<file path="config.mk">
export PLATFORM = sky130hd
export DESIGN_NAME = ib_seq_ctrl_flat
export DESIGN_NICKNAME = d
export VERILOG_FILES = /design/src/rtl/ib_seq_ctrl_if.sv /design/src/rtl/ib_seq_ctrl.sv /design/src/flat_wrapper.sv
export SDC_FILE = /design/constraint.sdc
export NUM_CORES = 1
export LEC_CHECK = 0
export CORE_MARGIN = 1.5
export CORE_UTILIZATION = 30
export CTS_CLUSTER_DIAMETER = 50
export DETAILED_ROUTE_END_ITERATION = 6
export GPL_TIMING_DRIVEN = 0
export RECOVER_POWER = 50
export SETUP_SLACK_MARGIN = 0.4
export SYNTH_ARGS = -nofsm -noshare
export SYNTH_HDL_FRONTEND = slang
export SYNTH_SLANG_ARGS = --single-unit
</file>
<file path="constraint.sdc">
create_clock -name clk -period 2.99 [get_ports clk]
set_input_delay 0.598 -clock clk [delete_from_list [all_inputs] [get_ports clk]]
set_output_delay 0.598 -clock clk [all_outputs]
set_load 0.05 [all_outputs]
</file>
<file path="src/rtl/ib_seq_ctrl_if.sv">
// Handshake/control bundle between the job issuer, the input-vector buffer and ib_seq_ctrl.
// The controller connects through the slave modport; the issuer/bench uses master.
interface ib_seq_ctrl_if #(
    parameter int REP_W = 8
);
    logic             start;
    logic [REP_W-1:0] reps;
    logic             in_valid;
    logic             in_ready;
    logic [1:0]       ib_ctl;
    logic             out_valid;
    logic             out_last;
    logic             busy;
    logic             done;

    modport master (
        output start, reps, in_valid,
        input  in_ready, ib_ctl, out_valid, out_last, busy, done
    );

    modport slave (
        input  start, reps, in_valid,
        output in_ready, ib_ctl, out_valid, out_last, busy, done
    );
endinterface

</file>
<file path="src/rtl/ib_seq_ctrl.sv">
// Load/replay sequencer driving the 2-bit control of one input-vector buffer.
// Optional abort input enabled by defining IB_SEQ_CTRL_ABORT_EN.
module ib_seq_ctrl #(
    parameter int VECTOR = 4,
    parameter int REP_W  = 8
) (
    input logic clk,
    input logic rst,
`ifdef IB_SEQ_CTRL_ABORT_EN
    input logic abort,
`endif
    ib_seq_ctrl_if.slave bus
);

    localparam logic [1:0]       CTL_IDLE  = 2'd0;
    localparam logic [1:0]       CTL_STORE = 2'd1;
    localparam logic [1:0]       CTL_OUT   = 2'd2;
    localparam logic [1:0]       CTL_HOLD  = 2'd3;
    localparam logic [7:0]       WLAST     = 8'(VECTOR - 1);
    localparam logic [REP_W-1:0] REP_ZERO  = {REP_W{1'b0}};
    localparam logic [REP_W-1:0] REP_ONE   = REP_W'(1);

    typedef enum logic [2:0] {
        S_IDLE = 3'd0,
        S_LOAD = 3'd1,
        S_GAP  = 3'd2,
        S_SEND = 3'd3,
        S_DONE = 3'd4
    } state_t;

    // A zero replay count still replays the vector once.
    function automatic logic [REP_W-1:0] clamp_reps(input logic [REP_W-1:0] r);
        clamp_reps = (r == REP_ZERO) ? REP_ONE : r;
    endfunction

    state_t           state_r, state_s;
    logic [7:0]       wcnt_r, wcnt_s;
    logic [REP_W-1:0] rcnt_r, rcnt_s;
    logic [REP_W-1:0] reps_r, reps_s;
    logic             out_valid_r, out_last_r;
    logic [1:0]       ctl_s;
    logic             ready_s;
    logic             done_s;
    logic             last_s;
    logic             abort_s;

`ifdef IB_SEQ_CTRL_ABORT_EN
    assign abort_s = abort;
`else
    assign abort_s = 1'b0;
`endif

    // Next-state, counter and buffer-control decode.
    always_comb begin
        state_s = state_r;
        wcnt_s  = wcnt_r;
        rcnt_s  = rcnt_r;
        reps_s  = reps_r;
        ctl_s   = CTL_IDLE;
        ready_s = 1'b0;
        done_s  = 1'b0;
        last_s  = 1'b0;
        if (abort_s && (state_r != S_IDLE)) begin
            state_s = S_IDLE;
            wcnt_s  = 8'd0;
            rcnt_s  = REP_ZERO;
        end else begin
            case (state_r)
                S_IDLE: begin
                    if (bus.start) begin
                        reps_s  = clamp_reps(bus.reps);
                        wcnt_s  = 8'd0;
                        rcnt_s  = REP_ZERO;
                        state_s = S_LOAD;
                    end else begin
                        state_s = S_IDLE;
                    end
                end
                S_LOAD: begin
                    ready_s = 1'b1;
                    // Holding (3) rather than idling (0) keeps the buffer address intact.
                    if (bus.in_valid) begin
                        ctl_s = CTL_STORE;
                        if (wcnt_r == WLAST) begin
                            wcnt_s  = 8'd0;
                            state_s = S_GAP;
                        end else begin
                            wcnt_s = wcnt_r + 8'd1;
                        end
                    end else begin
                        ctl_s = CTL_HOLD;
                    end
                end
                S_GAP: begin
                    state_s = S_SEND;
                end
                S_SEND: begin
                    ctl_s = CTL_OUT;
                    if (wcnt_r == WLAST) begin
                        wcnt_s = 8'd0;
                        if (rcnt_r == (reps_r - REP_ONE)) begin
                            last_s  = 1'b1;
                            state_s = S_DONE;
                        end else begin
                            rcnt_s  = rcnt_r + REP_ONE;
                            state_s = S_GAP;
                        end
                    end else begin
                        wcnt_s = wcnt_r + 8'd1;
                    end
                end
                S_DONE: begin
                    done_s  = 1'b1;
                    state_s = S_IDLE;
                end
                default: begin
                    state_s = S_IDLE;
                    wcnt_s  = 8'd0;
                    rcnt_s  = REP_ZERO;
                end
            endcase
        end
    end

    // State/counter registers; out_valid/out_last track the buffer's registered read port.
    always_ff @(posedge clk or negedge rst) begin
        if (!rst) begin
            state_r     <= S_IDLE;
            wcnt_r      <= 8'd0;
            rcnt_r      <= REP_ZERO;
            reps_r      <= REP_ZERO;
            out_valid_r <= 1'b0;
            out_last_r  <= 1'b0;
        end else begin
            state_r     <= state_s;
            wcnt_r      <= wcnt_s;
            rcnt_r      <= rcnt_s;
            reps_r      <= reps_s;
            out_valid_r <= (ctl_s == CTL_OUT);
            out_last_r  <= last_s;
        end
    end

    assign bus.ib_ctl    = ctl_s;
    assign bus.in_ready  = ready_s;
    assign bus.busy      = (state_r != S_IDLE);
    assign bus.done      = done_s;
    assign bus.out_valid = out_valid_r;
    assign bus.out_last  = out_last_r;

endmodule

</file>
<file path="src/flat_wrapper.sv">
// flat-port wrapper written by rule: the top's interface ports become plain ports
module ib_seq_ctrl_flat 
#(
    parameter int VECTOR = 4,
    parameter int REP_W  = 8
)
  (clk, rst, bus_start, bus_reps, bus_in_valid, bus_in_ready, bus_ib_ctl, bus_out_valid, bus_out_last, bus_busy, bus_done);
  ib_seq_ctrl_if #(.REP_W(REP_W)) bus_i ();
  input logic clk;
  input logic rst;
  input wire logic [$bits(bus_i.start)-1:0] bus_start;
  input wire logic [$bits(bus_i.reps)-1:0] bus_reps;
  input wire logic [$bits(bus_i.in_valid)-1:0] bus_in_valid;
  output wire logic [$bits(bus_i.in_ready)-1:0] bus_in_ready;
  output wire logic [$bits(bus_i.ib_ctl)-1:0] bus_ib_ctl;
  output wire logic [$bits(bus_i.out_valid)-1:0] bus_out_valid;
  output wire logic [$bits(bus_i.out_last)-1:0] bus_out_last;
  output wire logic [$bits(bus_i.busy)-1:0] bus_busy;
  output wire logic [$bits(bus_i.done)-1:0] bus_done;
  assign bus_i.start = bus_start;
  assign bus_i.reps = bus_reps;
  assign bus_i.in_valid = bus_in_valid;
  assign bus_in_ready = bus_i.in_ready;
  assign bus_ib_ctl = bus_i.ib_ctl;
  assign bus_out_valid = bus_i.out_valid;
  assign bus_out_last = bus_i.out_last;
  assign bus_busy = bus_i.busy;
  assign bus_done = bus_i.done;
  ib_seq_ctrl #(.VECTOR(VECTOR), .REP_W(REP_W)) u_core (.clk(clk), .rst(rst), .bus(bus_i));
endmodule
</file>
==> run_results.csv, run 1 <==
group,metric,value,unit
run_status,run_status,"finished with violations",
run_status,failing_checks,"max-capacitance violations, max-slew violations",
critical_path,worstReg2RegEnd,"u_core.wcnt_r[3]",
synthesis,sequential_fraction_of_the_synthesis_area,40.3,%
synthesis,yosys_reg_bits,29,
timing,timing.final.crit_share,82.9,%
drt,wl,4200,um
drt,wl_per_cell,13.9,um
critical_path,endpoint_kind,"flip-flop",
clock_network,cts_tree,"yes",
grt,grt_antenna_before_repair,0,
place,dp_hpwl,2970,um
critical_path,critPathTopFamily,"simple AND/OR/NAND/NOR gates",
timing,rsz_0062_raised_after_global_routing,"false",
floorplan,placement_rows,28,
drt,drt-initial-drc-count,62,
drt,first_pass_iters,4,
grt,globalRoute.totalOverflow,0,
pwr,power.leakage,0.934,nW
clock_network,cts.htree.levels,2,
critical_path,critical_path_arrival,2.63,ns
critical_path,setup.worst_path.class,"reg -> reg",
finish,drive_above_1_share,14.6,%
timing,whs,0.509,ns
critical_path,critical_path_peak_fanout,10,
drt,vias,1615,
grt,gr-usage-all-layers,13.9,%
critical_path,cp_num_buf_inv,2,
synthesis,yosysUniqueCellTypes,51,
timing,setup_viol,0,
synthesis,synth_cells,196,
clock_network,numCtsBuffers,5,
finish,finalNonFillerCells,301,
hold_path,hold_class,"reg -> reg",
grt,largest_net_degree_at_the_start_of_global_routing,30,
job,drv_cap,1,
pwr,post-layout-total-power,0.00215,W
timing,worst_pin_slew,1.63,ns
synthesis,synthMostInstantiatedCell,"sky130_fd_sc_hd__dfrtp_1",
pwr,power.density_cell_area,972,nW/um^2
pwr,power.ir.vdd_worst,486,uV
synthesis,ys.flop_type,"sky130_fd_sc_hd__dfrtp_1",
drt,drt.antenna.violating_nets,0,
place,gpl_congestion,0.837,
synthesis,post_synth_most_frequent_cells,"sky130_fd_sc_hd__dfrtp_1 (29), sky130_fd_sc_hd__o21ai_0 (18), sky130_fd_sc_hd__nor2_1 (12), sky130_fd_sc_hd__nand3_1 (11), sky130_fd_sc_hd__a21oi_1 (10)",
floorplan,floorplan.die.width,80.5,um
synthesis,synth_area,1800,um^2
clock_network,cts.sinks,29,
floorplan,ios,19,
floorplan,chipHeight,80.5,um
floorplan,initial_utilization,30.8,%
place,place.port_buffers,18,
timing,timing.final.hold_violations,0,
synthesis,yosysTopAreaCell,"sky130_fd_sc_hd__dfrtp_1",
critical_path,crit-reg2reg-launch,"u_core.wcnt_r[5]",
critical_path,required,3.15,ns
synthesis,postSynthAreaPerCell,9.19,um^2
critical_path,reg2regPathDepth,7,
synthesis,synth.area.top_cells,"sky130_fd_sc_hd__dfrtp_1 (40%), sky130_fd_sc_hd__o21ai_0 (5.0%), sky130_fd_sc_hd__mux2_2 (3.8%)",
synthesis,synth_enable_flop_cells,0,
critical_path,cp-endpoint,"u_core.wcnt_r[3]",
clock_network,clk_path_buf_depth,2,
critical_path,worst_setup_path_start_kind,"flip-flop",
floorplan,die_area,6480,um^2
critical_path,cp_slowest_cell,"sky130_fd_sc_hd__or4_1",
timing,fin_setup_tns,0,ns
timing,final_max_slew_viol_count,30,
clock_network,clkLatencyLatePin,0.28,ns
finish,num_antenna_cells,0,
synthesis,synthesis.nets,211,
finish,syn_to_final_growth,22.9,%
drt,routed_via_density,5.37,
finish,design.final.nets,240,
critical_path,critical_path_depth,7,
floorplan,core_area,5850,um^2
critical_path,critical_path.cell_chain,"or4_1 -> or3_1 -> clkbuf_1 -> nand2_1 -> or2_2 -> clkbuf_1 -> o21ai_0",
timing,maxClockFrequency,0.404,GHz
critical_path,setup.worst_path.start,"u_core.wcnt_r[5]",
timing,skew,0.00607,ns
synthesis,async_reset_ff_share,100,%
timing,worst_slew_margin_rel,-8.77,%
clock_network,cts-root-buf,"sky130_fd_sc_hd__clkbuf_8",
grt,wire_length_of_the_first_global_routing_pass,7000,um
critical_path,critPathMostFrequentCell,"sky130_fd_sc_hd__clkbuf_1",
drt,drcViolationCount,0,
synthesis,ys_warn_count,0,
place,placedCellCount,289,
clock_network,worst_setup_hold_path_clk_slew,0.07,ns
critical_path,max_stage_delay,0.55,ns
critical_path,r2r_setup_slk,0.51,ns
synthesis,netlist.area_leader.share,40.3,%
timing,min_period,2.48,ns
grt,first_global_vias,1529,
-- logic make-up after synthesis --
logic type	synth area share, %
buf+inv	4.31
flops	40.3
simple gates	22.9
fa+ha+maj	2.09
mux	4.31
compound gates	22.7
xor+xnor	3.41
-- registers in the layout, summed over array words and instances (netlist names) --
| name | cells |
|---|---|
| u_core.bus.out_last | 1 |
| u_core.bus.out_valid | 1 |
| u_core.rcnt_r | 8 |
| u_core.reps_r | 8 |
| u_core.state_r | 3 |
| u_core.wcnt_r | 8 |
-- final cells by class --
type | instances | area, um^2
buffer | 9 | 43.8
clock buffer | 7 | 96.3
clock inverter | 1 | 5.00
fill | 612 | 3640
inverter | 9 | 33.8
multi-input combinational | 149 | 1010
sequential | 29 | 726
tap | 75 | 93.8
timing repair buffer | 22 | 201
-- timing repair --
action                                  CTS  global route
buffers inserted                          0             4
endpoints found under the setup margin    4            16
hold buffers                              0             0
resized for setup                         4             7
pin swaps                                 0             2
-- stage by stage --
step,setup slack [ns],util (%),area [um^2]
floorplan,0.699,-,1800
global placement,0.320,35.5,2070
detailed placement,0.327,35.5,2070
CTS,0.424,37.1,2170
global route,0.354,37.8,2210
finish,0.513,37.8,2210
-- power by group --
group | total, W | internal (W) | switching (W) | leakage, nW
clock network | 0.000361 | 0.000208 | 0.000153 | 0.0542
registers | 0.000667 | 0.000523 | 0.000144 | 0.362
logic | 0.00112 | 0.000444 | 0.000679 | 0.518
-- cells in the final DEF (no fill, tap or decap), types with 2 or more instances in the layout --
cell type	Yosys	final
sky130_fd_sc_hd__o31ai_1	4	4
sky130_fd_sc_hd__o22a_1	4	4
sky130_fd_sc_hd__and3_1	9	9
sky130_fd_sc_hd__ha_1	3	2
sky130_fd_sc_hd__or3_1	2	2
sky130_fd_sc_hd__nand3b_1	2	2
sky130_fd_sc_hd__or4_1	3	3
sky130_fd_sc_hd__dfrtp_1	29	29
sky130_fd_sc_hd__clkbuf_1	5	6
sky130_fd_sc_hd__xor2_1	2	2
sky130_fd_sc_hd__xnor2_1	5	5
sky130_fd_sc_hd__clkdlybuf4s50_1	0	12
sky130_fd_sc_hd__a2111oi_1	0	2
sky130_fd_sc_hd__dlygate4sd2_1	0	4
sky130_fd_sc_hd__nand2_1	8	8
sky130_fd_sc_hd__mux2_2	6	6
sky130_fd_sc_hd__nand2b_1	7	7
sky130_fd_sc_hd__a211oi_1	2	2
sky130_fd_sc_hd__a21o_1	2	2
sky130_fd_sc_hd__buf_4	2	6
sky130_fd_sc_hd__nand3_1	11	11
sky130_fd_sc_hd__o211ai_1	4	4
sky130_fd_sc_hd__nor2_1	12	12
sky130_fd_sc_hd__o21ai_0	18	18
sky130_fd_sc_hd__or4_4	2	2
sky130_fd_sc_hd__a21oi_1	10	9
sky130_fd_sc_hd__or3b_1	2	2
sky130_fd_sc_hd__inv_1	9	9
sky130_fd_sc_hd__clkbuf_8	0	7
sky130_fd_sc_hd__nor3_1	6	6
-- worst reg2reg max path: cells and delay by family, from the launching register on --
| kind | cells | cell delay (ns) |
|---|---|---|
| buffers and inverters | 2 | 0.44 |
| and+or+nand+nor | 4 | 1.35 |
| DFF | 1 | 0.42 |
| AOI/OAI and AO/OA | 1 | 0.14 |
-- metal layers --
metal,GRT usage [%],vias up,routed length (um)
met5,0,-,0
met4,4.66,0,26
met3,3.18,4,155
met2,21.9,34,1890
met1,18.6,788,2120
li1,-,789,-
-- worst min-delay path by stage --
stage	start	end	slack, ns	cells past startpoint
2_1_floorplan	rst	u_core.bus.out_last	0.30	0
3_3_place_gp	u_core.wcnt_r[1]	u_core.wcnt_r[1]	0.49	2
4_1_cts	u_core.wcnt_r[1]	u_core.wcnt_r[1]	0.51	2
3_5_place_dp	u_core.wcnt_r[1]	u_core.wcnt_r[1]	0.50	2
6_report	u_core.wcnt_r[1]	u_core.wcnt_r[1]	0.51	2
5_1_grt	u_core.wcnt_r[1]	u_core.wcnt_r[1]	0.53	2
No activity file was read; power rests on OpenSTA's default activity.
==> run 2: changes to the inputs <==
==> constraint.sdc (replaced) <==
create_clock -name clk -period 2 [get_ports clk]
set_input_delay 0.4 -clock clk [delete_from_list [all_inputs] [get_ports clk]]
set_output_delay 0.4 -clock clk [all_outputs]
set_load 0.05 [all_outputs]
==> run 2 against run 1 <==
Effect of this change:
- the flow finishes with violations (max-capacitance violations, max-slew violations, negative setup slack)
- sequential share of layout area fell by 6.3 points
- final area is 24% higher
- via count up 6.8%
- critical endpoint is now u_core.rcnt_r[2]
- largest power group unchanged
- critical path depth grew 3
- worst setup slack got worse by 0.84 ns
- non-clock buffer count rose by 25
- register-to-register slack worse by 0.84 ns
- critical path type unchanged
- global-route usage rose by 3.0 points
==> run_results.csv, run 2 (same netlist as run 1, synthesis figures left out) <==
group,metric,value,unit
clock_network,ctsHoldBuffers,0,
floorplan,chipHeight,80.5,um
place,place.port_buffers,18,
drt,vias,1725,
pwr,power.leakage,1.14,nW
drt,drt-initial-drc-count,162,
timing,final_max_slew_viol_count,30,
pwr,total_switching_power,0.00183,W
critical_path,worst_setup_path_start_kind,"flip-flop",
drt,drcViolationCount,0,
clock_network,cts_tree,"yes",
critical_path,required,2.23,ns
pwr,switching_share,44.0,%
pwr,clock_power_share,12.0,%
critical_path,critPathMostFrequentCell,"sky130_fd_sc_hd__buf_4",
timing,maxClockFrequency,0.430,GHz
grt,first_global_vias,1697,
pwr,power.density_cell_area,1520,nW/um^2
clock_network,cts.sinks,29,
timing,timing.final.crit_share,116,%
critical_path,setup.worst_path.class,"reg -> reg",
drt,wl,4810,um
place,detailed_place.area,2180,um^2
finish,num_antenna_cells,0,
timing,min_period,2.33,ns
timing,timing.final.hold_violations,0,
finish,multi_input_logic_area,1230,um^2
timing,skew,0.00513,ns
critical_path,critical_path.cell_chain,"inv_2 -> ha_4 -> or3b_4 -> nor4_4 -> o211ai_1 -> buf_4 -> a21o_1 -> buf_4 -> or4_4 -> nand3_2",
grt,wire_length_of_the_first_global_routing_pass,8270,um
clock_network,worst_setup_hold_path_clk_slew,0.06,ns
timing,worst_pin_slew,1.63,ns
place,gpl_congestion,0.885,
clock_network,cts-root-buf,"sky130_fd_sc_hd__clkbuf_8",
run_status,failing_checks,"max-capacitance violations, max-slew violations, negative setup slack",
finish,layout.cells.most_common_list,"sky130_fd_sc_hd__dfrtp_1 (28), sky130_fd_sc_hd__buf_4 (19), sky130_fd_sc_hd__buf_6 (13)",
critical_path,reg2regPathDepth,10,
hold_path,hold_class,"reg -> reg",
pwr,share_seq_of_total_power,24.3,%
floorplan,ios,19,
grt,grt_antenna_before_repair,0,
finish,design.final.nets,265,
hold_path,worstHoldPathCells,2,
clock_network,numCtsBuffers,5,
drt,first_pass_iters,4,
floorplan,die_area,6480,um^2
pwr,post-layout-total-power,0.00416,W
critical_path,r2r_setup_slk,-0.33,ns
critical_path,endpoint_kind,"flip-flop",
grt,gr-usage-all-layers,16.9,%
finish,total_area_of_sequential_cells,727,um^2
grt,globalRoute.totalOverflow,0,
finish,biggestRegsByFlops,"u_core.rcnt_r x8, u_core.reps_r x8, u_core.wcnt_r x8",
grt,largest_net_degree_at_the_start_of_global_routing,30,
floorplan,initial_utilization,30.8,%
critical_path,critical_path_arrival,2.55,ns
job,drv_cap,1,
finish,final_standard_cell_area_without_fillers,2740,um^2
timing,rsz_0062_raised_after_global_routing,"true",
pwr,design_internal_power,0.00233,W
place,dp_hpwl,3030,um
floorplan,floorplan.die.width,80.5,um
clock_network,clkLatencyLatePin,0.29,ns
timing,setup_viol,11,
critical_path,max_stage_delay,0.42,ns
drt,wl_per_cell,14.8,um
finish,fill_cells,530,
timing,finalWorstSetupSlack,-0.327,ns
clock_network,cts.htree.levels,2,
finish,syn_to_final_growth,52.3,%
drt,routed_via_density,5.31,
clock_network,clk_path_buf_depth,2,
run_status,run_status,"finished with violations",
timing,worst_slew_margin_rel,-8.83,%
pwr,power.share.combinational,63.7,%
floorplan,core_area,5850,um^2
finish,most_common_library_cell_in_the_layout_ignoring_fill_and_taps,"sky130_fd_sc_hd__dfrtp_1",
floorplan,placement_rows,28,
drt,drt.antenna.violating_nets,0,
critical_path,critical_path_peak_fanout,4,
pwr,power.ir.vdd_worst,1090,uV
finish,drive_above_1_share,37.6,%
critical_path,cp_slowest_cell,"sky130_fd_sc_hd__or4_4",
==> run 2: cell types whose count changed in the layout (fill, tap and decap cells not counted), moves of 8 or more <==
cell,previous run,this run
sky130_fd_sc_hd__buf_4,6,19
sky130_fd_sc_hd__buf_6,0,13
sky130_fd_sc_hd__buf_8,0,8
sky130_fd_sc_hd__o21ai_0,18,7
sky130_fd_sc_hd__o21ai_1,0,9
==> run 2: path summary, 6_finish.rpt <==
kind,from,end
max,u_core.reps_r[0],u_core.rcnt_r[2]
min,u_core.wcnt_r[1],u_core.wcnt_r[1]
max reg2reg,u_core.reps_r[0],u_core.rcnt_r[2]
min reg2reg,u_core.wcnt_r[1],u_core.wcnt_r[1]
max in group asynchronous,rst,u_core.reps_r[2]
min in group asynchronous,rst,u_core.wcnt_r[6]
==> run 2: stage by stage <==
step           hold WS [ns]  setup WS [ns]  instances  util [%]  setup TNS, ns
5_1_grt               0.519         -0.406        325      46.9          -3.78
3_3_place_gp          0.481         -0.370        289      37.2          -5.17
3_5_place_dp          0.491         -0.391        289      37.2          -6.40
4_1_cts               0.499         -0.310        314      43.7          -2.85
6_report              0.497         -0.327        325      46.9          -2.69
2_1_floorplan         0.104         -0.188        196         -         -0.744
==> run 2: layout make-up <==
| cell class | count | share of cell area, % |
|---|---|---|
| Clock buffer | 7 | 3.15 |
| Inverter | 9 | 1.41 |
| Sequential cell | 29 | 26.5 |
| Multi-Input combinational cell | 149 | 45.0 |
| Tap cell | 75 | 3.42 |
| Buffer | 9 | 4.06 |
| Timing Repair Buffer | 47 | 16.4 |
==> run 2: metal layers <==
metal	routed length, um	track usage (%)	part of all wire (%)
met1	2150	22.4	45
met2	2330	26.6	48
met3	236	3.52	4.9
met4	89	6.90	1.9
met5	0	0	0
==> run 2: critical path: cells and delay by family, from the launching register on <==
| family | cells | cell delay (ns) |
|---|---|---|
| flops | 1 | 0.41 |
| simple gates | 4 | 1.02 |
| compound gates | 2 | 0.31 |
| buf+inv | 3 | 0.39 |
| fa+ha+maj | 1 | 0.13 |
==> run 2: power groups by stage <==
stage,logic (W),registers (W),clock network [W]
after floorplan,0.00148,0.000963,0
after global placement,0.00186,0.00100,0
final,0.00265,0.00101,0.000500
after CTS,0.00229,0.00100,0.000509
after detailed placement,0.00187,0.00100,0
after global routing,0.00288,0.00105,0.000530
==> run 2: what timing repair did <==
action                                 in CTS  in global routing
endpoints found under the hold margin       0                  0
pin swaps                                   9                  9
setup buffers                              17                 11
cloned                                      1                  0
resized for setup                          72                 40
setup endpoints to repair                  65                 34
